## src/rtl/dmem_rmw_bridge.sv

```systemverilog
// Data-memory responder bridge: serves byte-lane requests from the core out of a
// word-wide synchronous SRAM without byte enables. Full-word writes pass straight
// through; partial writes are read-modify-write. Reads return the full word.
module dmem_rmw_bridge #(
  parameter int XLEN   = 32,
  parameter int AWIDTH = 18
) (
  input  logic              clk,
  input  logic              rst_n,
  input  logic              req_valid,
  input  logic [AWIDTH-1:0] req_addr,
  input  logic [XLEN-1:0]   req_wdata,
  input  logic [3:0]        req_we,
  input  logic              req_re,
  output logic              busy,
  output logic [XLEN-1:0]   rdata,
  output logic              rvalid,
  output logic [AWIDTH-3:0] mem_addr,
  output logic [XLEN-1:0]   mem_wdata,
  output logic              mem_we,
  output logic              mem_re,
  input  logic [XLEN-1:0]   mem_rdata
);

  localparam int WAW = AWIDTH - 2;

  typedef enum logic [2:0] {
    S_IDLE     = 3'd0,
    S_RD_ISSUE = 3'd1,
    S_RD_DATA  = 3'd2,
    S_WR       = 3'd3,
    S_RMW_RD   = 3'd4,
    S_RMW_MRG  = 3'd5
  } state_t;

  state_t          state_r;
  state_t          state_s;
  logic [WAW-1:0]  addr_r;
  logic [XLEN-1:0] wdata_r;
  logic [3:0]      we_r;
  logic            re_r;
  logic [XLEN-1:0] merge_r;
  logic [XLEN-1:0] rdata_r;
  logic            rvalid_r;
  logic            capture_s;

  // Low address bits select a lane only through req_we, and the captured read
  // flag never steers anything because the branch is decided at capture time.
  logic unused_s;
  assign unused_s = ^{req_addr[1:0], re_r};

  // Replace the lanes selected by we with the new write data, keep the rest.
  function automatic logic [XLEN-1:0] merge_lanes(
    input logic [3:0]      we,
    input logic [XLEN-1:0] wd,
    input logic [XLEN-1:0] rd
  );
    logic [XLEN-1:0] m;
    for (int i = 0; i < 4; i++) begin
      if (we[i]) begin
        m[8*i +: 8] = wd[8*i +: 8];
      end else begin
        m[8*i +: 8] = rd[8*i +: 8];
      end
    end
    return m;
  endfunction

  assign capture_s = (state_r == S_IDLE) && req_valid;

  // State register; reset aborts any operation in flight, including an RMW.
  always_ff @(posedge clk or posedge rst_n) begin
    if (rst_n) begin
      state_r <= S_IDLE;
    end else begin
      state_r <= state_s;
    end
  end

  // Next-state decode; a write request wins over a simultaneous read.
  always_comb begin
    state_s = state_r;
    case (state_r)
      S_IDLE: begin
        if (!req_valid) begin
          state_s = S_IDLE;
        end else if (req_we == 4'hF) begin
          state_s = S_WR;
        end else if (req_we != 4'h0) begin
          state_s = S_RMW_RD;
        end else if (req_re) begin
          state_s = S_RD_ISSUE;
        end else begin
          state_s = S_IDLE;
        end
      end
      S_RD_ISSUE: state_s = S_RD_DATA;
      S_RD_DATA:  state_s = S_IDLE;
      S_WR:       state_s = S_IDLE;
      S_RMW_RD:   state_s = S_RMW_MRG;
      S_RMW_MRG:  state_s = S_WR;
      default:    state_s = S_IDLE;
    endcase
  end

  // Request capture; only taken while idle so requests during busy are dropped.
  always_ff @(posedge clk or posedge rst_n) begin
    if (rst_n) begin
      addr_r  <= {WAW{1'b0}};
      wdata_r <= {XLEN{1'b0}};
      we_r    <= 4'h0;
      re_r    <= 1'b0;
    end else if (capture_s) begin
      addr_r  <= req_addr[AWIDTH-1:2];
      wdata_r <= req_wdata;
      we_r    <= req_we;
      re_r    <= req_re;
    end else begin
      addr_r  <= addr_r;
      wdata_r <= wdata_r;
      we_r    <= we_r;
      re_r    <= re_r;
    end
  end

  // Merge register: SRAM word arrives the cycle after the RMW read strobe.
  always_ff @(posedge clk or posedge rst_n) begin
    if (rst_n) begin
      merge_r <= {XLEN{1'b0}};
    end else if (state_r == S_RMW_MRG) begin
      merge_r <= merge_lanes(we_r, wdata_r, mem_rdata);
    end else begin
      merge_r <= merge_r;
    end
  end

  // Read return: rdata holds until the next read, rvalid is a one-cycle pulse.
  always_ff @(posedge clk or posedge rst_n) begin
    if (rst_n) begin
      rdata_r  <= {XLEN{1'b0}};
      rvalid_r <= 1'b0;
    end else begin
      rvalid_r <= (state_r == S_RD_DATA);
      if (state_r == S_RD_DATA) begin
        rdata_r <= mem_rdata;
      end else begin
        rdata_r <= rdata_r;
      end
    end
  end

  // Memory-side strobes decode from state and captured registers only.
  always_comb begin
    busy      = (state_r != S_IDLE);
    mem_addr  = addr_r;
    mem_re    = (state_r == S_RD_ISSUE) || (state_r == S_RMW_RD);
    mem_we    = (state_r == S_WR);
    mem_wdata = {XLEN{1'b0}};
    if (state_r == S_WR) begin
      if (we_r == 4'hF) begin
        mem_wdata = wdata_r;
      end else begin
        mem_wdata = merge_r;
      end
    end else begin
      mem_wdata = {XLEN{1'b0}};
    end
  end

  assign rdata  = rdata_r;
  assign rvalid = rvalid_r;

endmodule

```

## config.mk

```make
export PLATFORM = sky130hd
export DESIGN_NAME = dmem_rmw_bridge
export DESIGN_NICKNAME = d
export VERILOG_FILES = /design/src/rtl/dmem_rmw_bridge.sv
export SDC_FILE = /design/constraint.sdc
export NUM_CORES = 1
export LEC_CHECK = 0
export CAP_MARGIN = 20
export CORE_MARGIN = 2
export CORE_UTILIZATION = 30
export DETAILED_ROUTE_END_ITERATION = 10
export SLEW_MARGIN = 20
export SYNTH_ARGS = -nofsm -noshare
export SYNTH_HDL_FRONTEND = slang
export SYNTH_SLANG_ARGS = --single-unit
```

## constraint.sdc

```tcl
create_clock -name clk -period 4 [get_ports clk]
set_clock_uncertainty 0.05 [all_clocks]
set_input_delay 0.8 -clock clk [delete_from_list [all_inputs] [get_ports clk]]
set_output_delay 0.8 -clock clk [all_outputs]
set_load 0.005 [all_outputs]
```

==> parameters.txt <==
Parameter                              Value

Outcome
  Result of the run ... finished, final reports clean

GRT
  Most used routing layer ... met2
  Total overflow reported by the global router ... 0
  GR Util met2 ... 26.33%
  Wire length of the first global-routing pass ... 22500 um
  Number of antenna violations at the first check in global routing ... 0
  Vias in the first global route ... 4334
  GRT Util Overall ... 15.76%
  Met3 track utilization from global routing ... 5.444%
  M1 GR Usage ... 18.97%
  Largest net degree at the start of global routing ... 51

Floorplanning
  Chip Height ... 136.5 um
  Area enclosed by the die boundary ... 18640 um^2
  Starting Density ... 30.57%
  Num ports ... 174
  Placement Rows ... 48
  Placeable Area ... 17240 um^2
  Die width ... 136.5 um

Cells and area
  Share of cells above drive strength 1 ... 20.00%
  Layout fillers ... 1558
  Register Area ... 3003 um^2
  Diodes inserted ... 0
  Area Overhead vs Synth ... 50.05%
  Final net count ... 712
  Area of the multi-input gates ... 2090 um^2

Power
  Pleak ... 0.003330 uW
  Pwr dens ... 788.0 nW/um^2
  Max rail drop VDD ... 288.6 uV

Routing
  Number of iterations in the first detailed-routing pass ... 4
  Iteration-0 DRC count of the detailed router ... 118
  Vias per cell ... 4.677
  Post-detailed-route count of antenna-violating nets ... 0
  WL/cell ... 16.37 um
  Number of DRC violations after detailed routing ... 0
  Detailed-route via count ... 4022
  Routed Wire Length ... 14070 um

Critical path
  Critical path class ... reg -> out
  Worst Setup Start Kind ... flop
  Worst path arrival time ... 2810 ps
  Required arrival time at the worst endpoint ... 3150 ps
  Reg2reg end ... mem_addr[1]$_DFFE_PP0P_
  Reg2reg setup slack ... 1740 ps
  Crit Reg-Reg Startpoint ... state_r[2]$_DFF_PP0_
  Biggest fanout along the worst timing path ... 24
  Critical path capture point type ... output port
  Logic depth of the worst register-to-register path ... 3

Hold path
  Worst hold stages ... 2
  Type of the most critical hold path ... reg -> reg
  Hold path start ... merge_r[21]$_DFFE_PP0N_
  Endpoint of the worst hold-timing path ... merge_r[21]$_DFFE_PP0N_

Synth
  Part of the Yosys area used for sequential elements ... 56.98%
  Simple-gate area share of the yosys netlist ... 8.808%
  Main combinational cell family by area after synthesis ... multiplexers
  Post-Synthesis Cell Area ... 5270 um^2
  Xor-xnor portion of the synthesized cell area ... 0.1662%
  Commonest cells in the netlist ... sky130_fd_sc_hd__dfrtp_1 (120), sky130_fd_sc_hd__nand2_1 (97), sky130_fd_sc_hd__mux2_2 (80)
  Number of synthesized register bits ... 120
  Number of cells produced by synthesis ... 448
  Dominant cell type by area after synthesis ... sky130_fd_sc_hd__dfrtp_1
  Synth Warn # ... 0
  Share of synthesized cell area in full adder, half adder and majority cells ... 0%
  Synthesized netlist net count ... 538
  Portion of synthesized cell area occupied by the leading cell type ... 56.98%
  Compound-cell area share of the yosys netlist ... 6.529%
  Number of synthesized flops with an enable pin ... 0
  Unique cell type count in the Yosys netlist ... 22
  Cell with the most instances after synthesis ... sky130_fd_sc_hd__dfrtp_1
  Mux share of post-synthesis cell area ... 24.03%
  Share of flip-flops with an asynchronous set or reset ... 100.0%
  Flip-flop cell with the highest count after synthesis ... sky130_fd_sc_hd__dfrtp_1
  Average cell area after synthesis ... 11.76 um^2
  Top post-synthesis cells by area ... sky130_fd_sc_hd__dfrtp_1 (57%), sky130_fd_sc_hd__mux2_2 (17%), sky130_fd_sc_hd__nand2_1 (6.9%), sky130_fd_sc_hd__mux2i_1 (6.1%), sky130_fd_sc_hd__a21oi_1 (3.2%)

Place
  Final RePlAce weighted congestion ... 0.7691
  Placement Setup Slack ... 737.8 ps
  Hpwl dp ... 9763 um
  Count of buffers from port buffering ... 171

STA
  Number of endpoints with negative hold slack in the final report ... 0
  Smallest setup slack after layout ... 339.4 ps
  Slew at the pin closest to its max-slew limit ... 904.8 ps
  Final count of pins violating max slew ... 0
  Minimum clock period ... 3661 ps
  Worst slew slack as a fraction of its limit ... 39.42%
  Highest clock frequency the design can meet ... 0.2732 GHz
  Final-report setup violation count ... 0
  Setup TNS ... 0 ps
  Final critical-path share of the clock period ... 91.51%
  Unrepaired setup endpoints after global routing ... false

CTS
  Register clock-pin slew on the reported worst setup and hold paths ... 50 ps
  Clock tree from TritonCTS ... yes
  Root buffer cell ... sky130_fd_sc_hd__clkbuf_16
  Total number of H-tree levels ... 4
  Clock latency on the worst-skew pair ... 410 ps
  Number of buffers on the longest clock path ... 2
  CTS Hold Buffers Added ... 0
  Resized Gates After CTS ... 0
  Number of buffers inserted to repair setup after CTS ... 0
  Clock buffers created by TritonCTS ... 17
  TritonCTS sink count ... 120

Job
  Reported max-cap violation count ... 0
[cells by family after synthesis]
logic type | count (synthesis)
AO/OA/AOI/OAI | 68
XOR/XNOR | 1
buffers and inverters | 34
flip-flops | 120
multiplexers | 116
AND/OR/NAND/NOR | 109
[area by class of cell]
type	instances	share of cell area, %
sequential	120	37.97
clock inverter	8	2.089
inverter	3	0.1899
tap	225	3.560
timing repair buffer	186	23.54
clock buffer	24	6.218
multi-input combinational	294	26.42
[through the flow]
stage | util, % | cells | total power [uW] | instance area, um^2 | hold WS, ps
after floorplan | - | 448 | 3525 | 5274 | 399.7
after global placement | 42.07 | 828 | 4497 | 7251 | 412.9
after detailed placement | 42.07 | 828 | 4585 | 7251 | 421.5
after CTS | 45.88 | 860 | 6325 | 7908 | 434.8
after global routing | 45.88 | 860 | 6653 | 7908 | 457.7
final | 45.88 | 860 | 6231 | 7908 | 425.0
[worst max path at each step]
stage,startpoint,to,slack (ps),depth (start not counted)
after CTS,we_r[0]$_DFFE_PP0P_,mem_wdata[11],260,5
after global placement,we_r[0]$_DFFE_PP0P_,mem_wdata[19],750,5
final,we_r[0]$_DFFE_PP0P_,mem_wdata[5],340,5
after floorplan,rst_n,mem_addr[0]$_DFFE_PP0P_,1680,1
after global routing,we_r[0]$_DFFE_PP0P_,mem_wdata[0],180,5
after detailed placement,we_r[2]$_DFFE_PP0P_,mem_wdata[11],740,5
[cell usage in the layout (no fill, tap or decap)]
cell type,n
sky130_fd_sc_hd__clkinv_2,3
sky130_fd_sc_hd__xnor2_1,1
sky130_fd_sc_hd__nor2_1,2
sky130_fd_sc_hd__bufinv_16,5
sky130_fd_sc_hd__nand3b_1,2
sky130_fd_sc_hd__clkbuf_16,17
sky130_fd_sc_hd__dfrtp_1,120
sky130_fd_sc_hd__clkinvlp_4,1
sky130_fd_sc_hd__nor4b_4,1
sky130_fd_sc_hd__inv_1,2
sky130_fd_sc_hd__nand2b_1,1
sky130_fd_sc_hd__nand4_1,1
sky130_fd_sc_hd__mux2_1,4
sky130_fd_sc_hd__clkbuf_8,4
sky130_fd_sc_hd__mux2_2,80
sky130_fd_sc_hd__and4_1,2
sky130_fd_sc_hd__nor3_1,1
sky130_fd_sc_hd__nor3b_4,1
sky130_fd_sc_hd__nand2_1,97
sky130_fd_sc_hd__a21oi_1,34
sky130_fd_sc_hd__buf_4,12
sky130_fd_sc_hd__o21ai_0,33
sky130_fd_sc_hd__o32ai_1,1
sky130_fd_sc_hd__nor4_1,1
sky130_fd_sc_hd__mux2i_1,32
sky130_fd_sc_hd__clkdlybuf4s50_1,171
sky130_fd_sc_hd__buf_12,3
sky130_fd_sc_hd__clkbuf_1,3
[state kept, by name (all words and copies together) (netlist names)]
signal    cells
merge_r      32
rdata        32
wdata_r      32
mem_addr     16
we_r          4
state_r       3
rvalid        1
[layer usage]
metal,wire [um],up-vias
met4,247,0
met1,5924,1984
met5,0,-
li1,-,1895
met2,6887,123
met3,1014,20
[power by group]
part	switching [uW]	internal (uW)	leakage (uW)
logic	845	1390	0.00157
registers	457	1840	0.00143
clock network	531	1170	0.000324
[worst max-delay path: stages (launching register included)]
cell,delay [ps]
sky130_fd_sc_hd__dfrtp_1,740
sky130_fd_sc_hd__and4_1,610
sky130_fd_sc_hd__buf_12,240
sky130_fd_sc_hd__nand2_1,70
sky130_fd_sc_hd__a21oi_1,180
sky130_fd_sc_hd__clkdlybuf4s50_1,530
(Power assumes the default switching activity.)
